## src/rtl/lsu_align.sv

```systemverilog
// lsu_align: load/store alignment unit between the pipeline and a single-port memory.
// Aligned accesses become one memory transaction with byte enables and lane-replicated
// store data. Misaligned accesses raise an address exception. A wait counter bounds
// how long a transaction may stay outstanding.
module lsu_align #(
  parameter int DW       = 32,
  parameter int AW       = 32,
  parameter int WAIT_MAX = 15
) (
  input  logic            clk,
  input  logic            rst,
  input  logic            req_valid,
  output logic            req_ready,
  input  logic            req_store,
  input  logic [1:0]      req_size,
  input  logic            req_unsigned,
  input  logic [AW-1:0]   req_addr,
  input  logic [DW-1:0]   req_wdata,
  input  logic            flush,
  output logic            mem_req,
  output logic            mem_we,
  output logic [AW-1:0]   mem_addr,
  output logic [DW/8-1:0] mem_be,
  output logic [DW-1:0]   mem_wdata,
  input  logic            mem_ack,
  input  logic [DW-1:0]   mem_rdata,
  output logic            rsp_valid,
  output logic [DW-1:0]   rsp_rdata,
  output logic            stall,
  output logic            exc_adel,
  output logic            exc_ades,
  output logic [AW-1:0]   exc_badvaddr,
  output logic            timeout
);
  localparam int NB = DW / 8;
  localparam int LB = $clog2(NB);

  typedef enum logic {IDLE, WAIT} state_t;

  // Memory-side request, held stable for the whole WAIT phase.
  typedef struct packed {
    logic          we;
    logic [AW-1:0] addr;
    logic [NB-1:0] be;
    logic [DW-1:0] wdata;
  } mreq_t;

  // What the response path needs to remember about the accepted access.
  typedef struct packed {
    logic          st;
    logic          uns;
    logic [1:0]    size;
    logic [LB-1:0] ofs;
  } ctx_t;

  state_t          state_q, state_d;
  logic [7:0]      cnt_q, cnt_d;
  logic            flush_q, flush_d;
  logic            mem_req_q, mem_req_d;
  mreq_t           mem_q, mem_d;
  ctx_t            ctx_q, ctx_d;
  logic            rsp_valid_q, rsp_valid_d;
  logic [DW-1:0]   rsp_rdata_q, rsp_rdata_d;
  logic            exc_adel_q, exc_adel_d;
  logic            exc_ades_q, exc_ades_d;
  logic [AW-1:0]   exc_badvaddr_q, exc_badvaddr_d;
  logic            timeout_q, timeout_d;

  // Request decode
  logic [LB-1:0]   ofs;
  logic [2:0]      szm;      // access size in bytes minus one
  logic            misal;
  logic [NB-1:0]   be_base;
  logic [DW-1:0]   wrep;

  assign ofs     = req_addr[LB-1:0];
  assign szm     = (3'd1 << req_size) - 3'd1;
  assign misal   = ((ofs & szm[LB-1:0]) != '0) || (DW == 32 && req_size == 2'b11);
  assign be_base = NB'((16'd1 << (5'd1 << req_size)) - 16'd1);

  // Each byte lane picks the store byte at (lane mod size), replicating the datum.
  for (genvar b = 0; b < NB; b++) begin : g_lane
    logic [LB-1:0] sel;
    assign sel              = LB'(b) & szm[LB-1:0];
    assign wrep[8*b +: 8]   = req_wdata[{sel, 3'b000} +: 8];
  end

  // Load extraction: shift the addressed bytes down, keep SZ bytes, extend.
  logic [DW-1:0] ld_sh, ld_keep, ld_top, ld_data;
  logic          ld_sbit;
  always_comb begin
    ld_sh   = mem_rdata >> {ctx_q.ofs, 3'b000};
    ld_keep = ~({DW{1'b1}} << (7'd8 << ctx_q.size));
    ld_top  = ld_keep & ~(ld_keep >> 1);
    ld_sbit = |(ld_sh & ld_top) & ~ctx_q.uns;
    ld_data = (ld_sh & ld_keep) | ({DW{ld_sbit}} & ~ld_keep);
  end

  // Next-state and registered-output logic for the IDLE/WAIT controller.
  always_comb begin
    state_d        = state_q;
    cnt_d          = cnt_q;
    flush_d        = flush_q;
    mem_req_d      = mem_req_q;
    mem_d          = mem_q;
    ctx_d          = ctx_q;
    rsp_valid_d    = 1'b0;
    rsp_rdata_d    = rsp_rdata_q;
    exc_adel_d     = 1'b0;
    exc_ades_d     = 1'b0;
    exc_badvaddr_d = exc_badvaddr_q;
    timeout_d      = 1'b0;
    unique case (state_q)
      IDLE: begin
        if (req_valid && !flush) begin
          if (misal) begin
            exc_adel_d     = ~req_store;
            exc_ades_d     = req_store;
            exc_badvaddr_d = req_addr;
          end else begin
            state_d     = WAIT;
            cnt_d       = '0;
            flush_d     = 1'b0;
            mem_req_d   = 1'b1;
            mem_d.we    = req_store;
            mem_d.addr  = req_addr & ~AW'(NB - 1);
            mem_d.be    = be_base << ofs;
            mem_d.wdata = req_store ? wrep : '0;
            ctx_d       = '{st: req_store, uns: req_unsigned, size: req_size, ofs: ofs};
          end
        end
      end
      WAIT: begin
        if (mem_ack) begin
          // Ack beats a simultaneous timeout; a flush seen at any point drops the response.
          state_d   = IDLE;
          mem_req_d = 1'b0;
          flush_d   = 1'b0;
          if (!(flush_q || flush)) begin
            rsp_valid_d = 1'b1;
            rsp_rdata_d = ctx_q.st ? '0 : ld_data;
          end
        end else if (cnt_q + 8'd1 == 8'(WAIT_MAX)) begin
          state_d   = IDLE;
          mem_req_d = 1'b0;
          flush_d   = 1'b0;
          cnt_d     = cnt_q + 8'd1;
          timeout_d = 1'b1;
        end else begin
          cnt_d   = cnt_q + 8'd1;
          flush_d = flush_q | flush;
        end
      end
      default: state_d = IDLE;
    endcase
  end

  // State and output registers with synchronous reset.
  always_ff @(posedge clk) begin
    if (rst) begin
      state_q        <= IDLE;
      cnt_q          <= '0;
      flush_q        <= 1'b0;
      mem_req_q      <= 1'b0;
      mem_q          <= '0;
      ctx_q          <= '0;
      rsp_valid_q    <= 1'b0;
      rsp_rdata_q    <= '0;
      exc_adel_q     <= 1'b0;
      exc_ades_q     <= 1'b0;
      exc_badvaddr_q <= '0;
      timeout_q      <= 1'b0;
    end else begin
      state_q        <= state_d;
      cnt_q          <= cnt_d;
      flush_q        <= flush_d;
      mem_req_q      <= mem_req_d;
      mem_q          <= mem_d;
      ctx_q          <= ctx_d;
      rsp_valid_q    <= rsp_valid_d;
      rsp_rdata_q    <= rsp_rdata_d;
      exc_adel_q     <= exc_adel_d;
      exc_ades_q     <= exc_ades_d;
      exc_badvaddr_q <= exc_badvaddr_d;
      timeout_q      <= timeout_d;
    end
  end

  assign req_ready    = (state_q == IDLE) && !rst;
  assign stall        = (state_q == WAIT) && !rst;
  assign mem_req      = mem_req_q;
  assign mem_we       = mem_q.we;
  assign mem_addr     = mem_q.addr;
  assign mem_be       = mem_q.be;
  assign mem_wdata    = mem_q.wdata;
  assign rsp_valid    = rsp_valid_q;
  assign rsp_rdata    = rsp_rdata_q;
  assign exc_adel     = exc_adel_q;
  assign exc_ades     = exc_ades_q;
  assign exc_badvaddr = exc_badvaddr_q;
  assign timeout      = timeout_q;
endmodule

```

## config.mk

```make
export PLATFORM = sky130hd
export DESIGN_NAME = lsu_align
export DESIGN_NICKNAME = d
export VERILOG_FILES = /design/src/rtl/lsu_align.sv
export SDC_FILE = /design/constraint.sdc
export NUM_CORES = 1
export LEC_CHECK = 0
export ABC_AREA = 1
export CORE_MARGIN = 10
export CORE_UTILIZATION = 65
export DETAILED_ROUTE_END_ITERATION = 16
export DONT_BUFFER_PORTS = 1
export PLACE_DENSITY_LB_ADDON = 0.08
export SLEW_MARGIN = 15
export SYNTH_ARGS = -nofsm -noshare
export SYNTH_HDL_FRONTEND = slang
export SYNTH_SLANG_ARGS = --single-unit
```

## constraint.sdc

```tcl
create_clock -name clk -period 3 [get_ports clk]
set_input_delay 0.45 -clock clk [delete_from_list [all_inputs] [get_ports clk]]
set_output_delay 0.45 -clock clk [all_outputs]
set_load 0.005 [all_outputs]
```

==> impl_metrics.csv <==
group,metric,value,unit
run_status,outcome,"finished clean",
clocking,clk_pin_slew,60,ps
clocking,h-tree-depth,4,
critical_path,slowest_delay,730,ps
worst_hold_path,hold_class,"in2reg",
power,intPower,0.003294,W
synthesis,synth_edf_count,0,
floorplanning,ios,245,
synthesis,yosys.area.top_type,"dfxtp_1",
critical_path,crit_type,"reg2reg",
timing,slew_viol_final,0,
timing,tns,0,ps
global_route,grt_usage,26.97,%
detailed_routing,initialDrtViolationCount,679,
critical_path,cp.arrival,2610,ps
floorplanning,start_util,66.24,%
synthesis,yosys-top-cells-count,"265 x nand2_1, 151 x dfxtp_1, 140 x a21oi_1",
floorplanning,die_area,14240,sq um
power,switching_power,0.001116,W
detailed_routing,vias,5947,
power,p_clk_share,44.9,%
global_route,grt_pass1_vias,5558,
clocking,cts_buffers,17,
power,combPwrFrac,7.1,%
clocking,cts_setup_buffers,0,
critical_path,setup.worst_path.end_class,"flop",
synthesis,seq_area_frac_synth,47.12,%
timing,worst_clock_skew,6.907,ps
power,p_leak,2.467,nW
power,swShare,25.31,%
cells_and_area,nets,959,
critical_path,crit_chain,"inv_1, nand3_4, clkinv_1, o21ai_0, a21oi_1",
global_route,grt-ovfl-total,0,
synthesis,yosys_register_bits,151,
critical_path,critPathLaunchType,"flop",
floorplanning,core_area,9684,sq um
placement,io_buffers,0,
critical_path,cp_num_buf_inv,2,
synthesis,ys.flop_type,"dfxtp_1",
synthesis,netlist_area,6415,sq um
clocking,cts_buffer_depth,2,
synthesis,synth_top_area_share,47.12,%
global_route,antenna_found_initial,1,
synthesis,synth.most_common_cell,"nand2_1",
floorplanning,die_h,119.3,um
detailed_routing,dr.pass1.iters,5,
detailed_routing,finalWirelength,20.00,mm
detailed_routing,drc,0,
placement,gp_congestion,0.9169,
timing,slew_headroom,39.40,%
cells_and_area,drive_above_1_share,6.713,%
critical_path,required,3360,ps
timing,period_share,74.95,%
clocking,root_buffer,"clkbuf_8",
synthesis,ys_warn_count,0,
synthesis,synth_area_leaders,"dfxtp_1 47%, nand2_1 16%, a21oi_1 11%, nand3_1 6.9%, o21ai_0 3.4%",
floorplanning,die_x,119.3,um
timing,timing.fmax,444.7,MHz
timing,worst_slew_pin_slew,903.5,ps
detailed_routing,routed_via_density,5.959,
synthesis,async_flop_share,0,%
cells_and_area,area_growth,8.660,%
timing,layout_min_cycle_time,2249,ps
placement,hpwl,14.44,mm
detailed_routing,routedWlPerCell,20.04,um
critical_path,critical-path-top-delay-family,"buffers and inverters",
clocking,cts_tree,"done",
synthesis,syn_area_per_cell,7.273,sq um
critical_path,critPathSlowestCell,"clkinv_1",
critical_path,path_max_fanout,34,
clocking,ctsResizeCount,0,
global_route,grt_max_degree,72,
clocking,clock_sinks,151,
power,finalPower,0.004411,W
timing,setup_violations,0,
power,power_density,632.8,nW/um^2
timing,grt_setup_unrepaired,"no",
power,seq_power_share,47.9,%
clocking,postCtsHoldBufs,4,
run,drv_cap,0,
power,ir_drop,0.0004906,V
detailed_routing,ant_nets,0,
floorplanning,num_rows,36,
synthesis,yosysUniqueCellTypes,31,
timing,hold_violations,0,
synthesis,synth_cells,882,
global_route,grt_first_pass_wirelength,31.11,mm
clocking,worstSkewPairLatency,510,ps
-- metal layers --
metal	vias to the layer above	track usage [%]	part of all wire, %
met2	306	44.29	48
met1	2744	29.41	36
met3	42	13.60	13
li1	2855	-	-
met5	-	0	0
met4	0	9.955	2.7
-- power groups by stage --
stage                     Combinational [W]  Sequential (W)  Clock, W
final                              0.000314         0.00211   0.00198
after global routing               0.000355         0.00212   0.00210
after CTS                          0.000311         0.00212   0.00200
after detailed placement           0.000285         0.00216         0
after global placement             0.000277         0.00216         0
after floorplan                    0.000270         0.00213         0
-- state kept, by name, indices dropped and copies added (netlist names) --
register,count
cnt_q,8
ctx_q,6
exc_adel,1
exc_ades,1
exc_badvaddr,32
flush_q,1
mem_addr,30
mem_be,4
mem_req,1
mem_wdata,32
rsp_rdata,32
rsp_valid,1
state_q,1
timeout,1
-- path summary, 6_finish.rpt --
kind | from | depth (start not counted) | slack [ps] | to
worst max-delay path | state_q$_SDFF_PP0_ | 5 | 750 | mem_be[3]$_SDFFE_PP0P_
worst min-delay path | rst | 1 | 50 | rsp_rdata[31]$_SDFFE_PP0P_
worst max register to register | state_q$_SDFF_PP0_ | 5 | 750 | mem_be[3]$_SDFFE_PP0P_
worst min register to register | ctx_q[4]$_SDFFE_PP0P_ | 2 | 460 | ctx_q[4]$_SDFFE_PP0P_
-- cells by family (layout without fill, tap and decap cells) --
group / Yosys count / count (layout) / share of synthesized area, %
AOI/OAI and AO/OA: 213 / 213 / 17.91
adders and majority gates: 3 / 3 / 0.5852
buffers and inverters: 95 / 76 / 6.378
DFF: 151 / 151 / 47.12
muxes: 7 / 7 / 1.092
other: 1 / 3 / 0.05846
and+or+nand+nor: 412 / 412 / 26.86
-- area by class of cell --
class	count	area, sq um
fill	793	2714
sequential	151	3023
antenna	1	2.502
inverter	31	116.4
clock buffer	20	435.4
clock inverter	12	115.1
multi-input combinational	637	2987
tap	133	166.4
timing repair buffer	13	125.1
-- metrics by stage --
stage / cells / instance area [sq um] / utilization, % / hold WS, ps / setup WS (ps)
after detailed placement: 961 / 6360 / 65.67 / 454.9 / 700.2
final: 998 / 6970 / 71.98 / 48.24 / 751.4
after floorplan: 883 / 6419 / - / 430.3 / 1207
after global placement: 961 / 6360 / 65.67 / 447.6 / 733.1
after global routing: 998 / 6970 / 71.98 / 4.404 / 494.6
after CTS: 997 / 6968 / 71.95 / 1.523 / 789.9
-- cell usage in the layout, fill, tap and decap left out, drive strengths merged --
cell type    count
nand3           89
or2             11
diode            1
bufinv           1
conb             2
a21oi          140
nor3             2
dlygate4sd3      3
nor2            42
o21bai           1
o21a             3
o211ai           9
nand2          266
inv             33
clkbuf          20
dfxtp          151
a22oi            2
buf             10
clkinv           9
o221ai           7
nand3b           2
ha               3
o21ai           45
mux2i            7
a21boi           6
No activity file was read; power rests on OpenSTA's default activity.
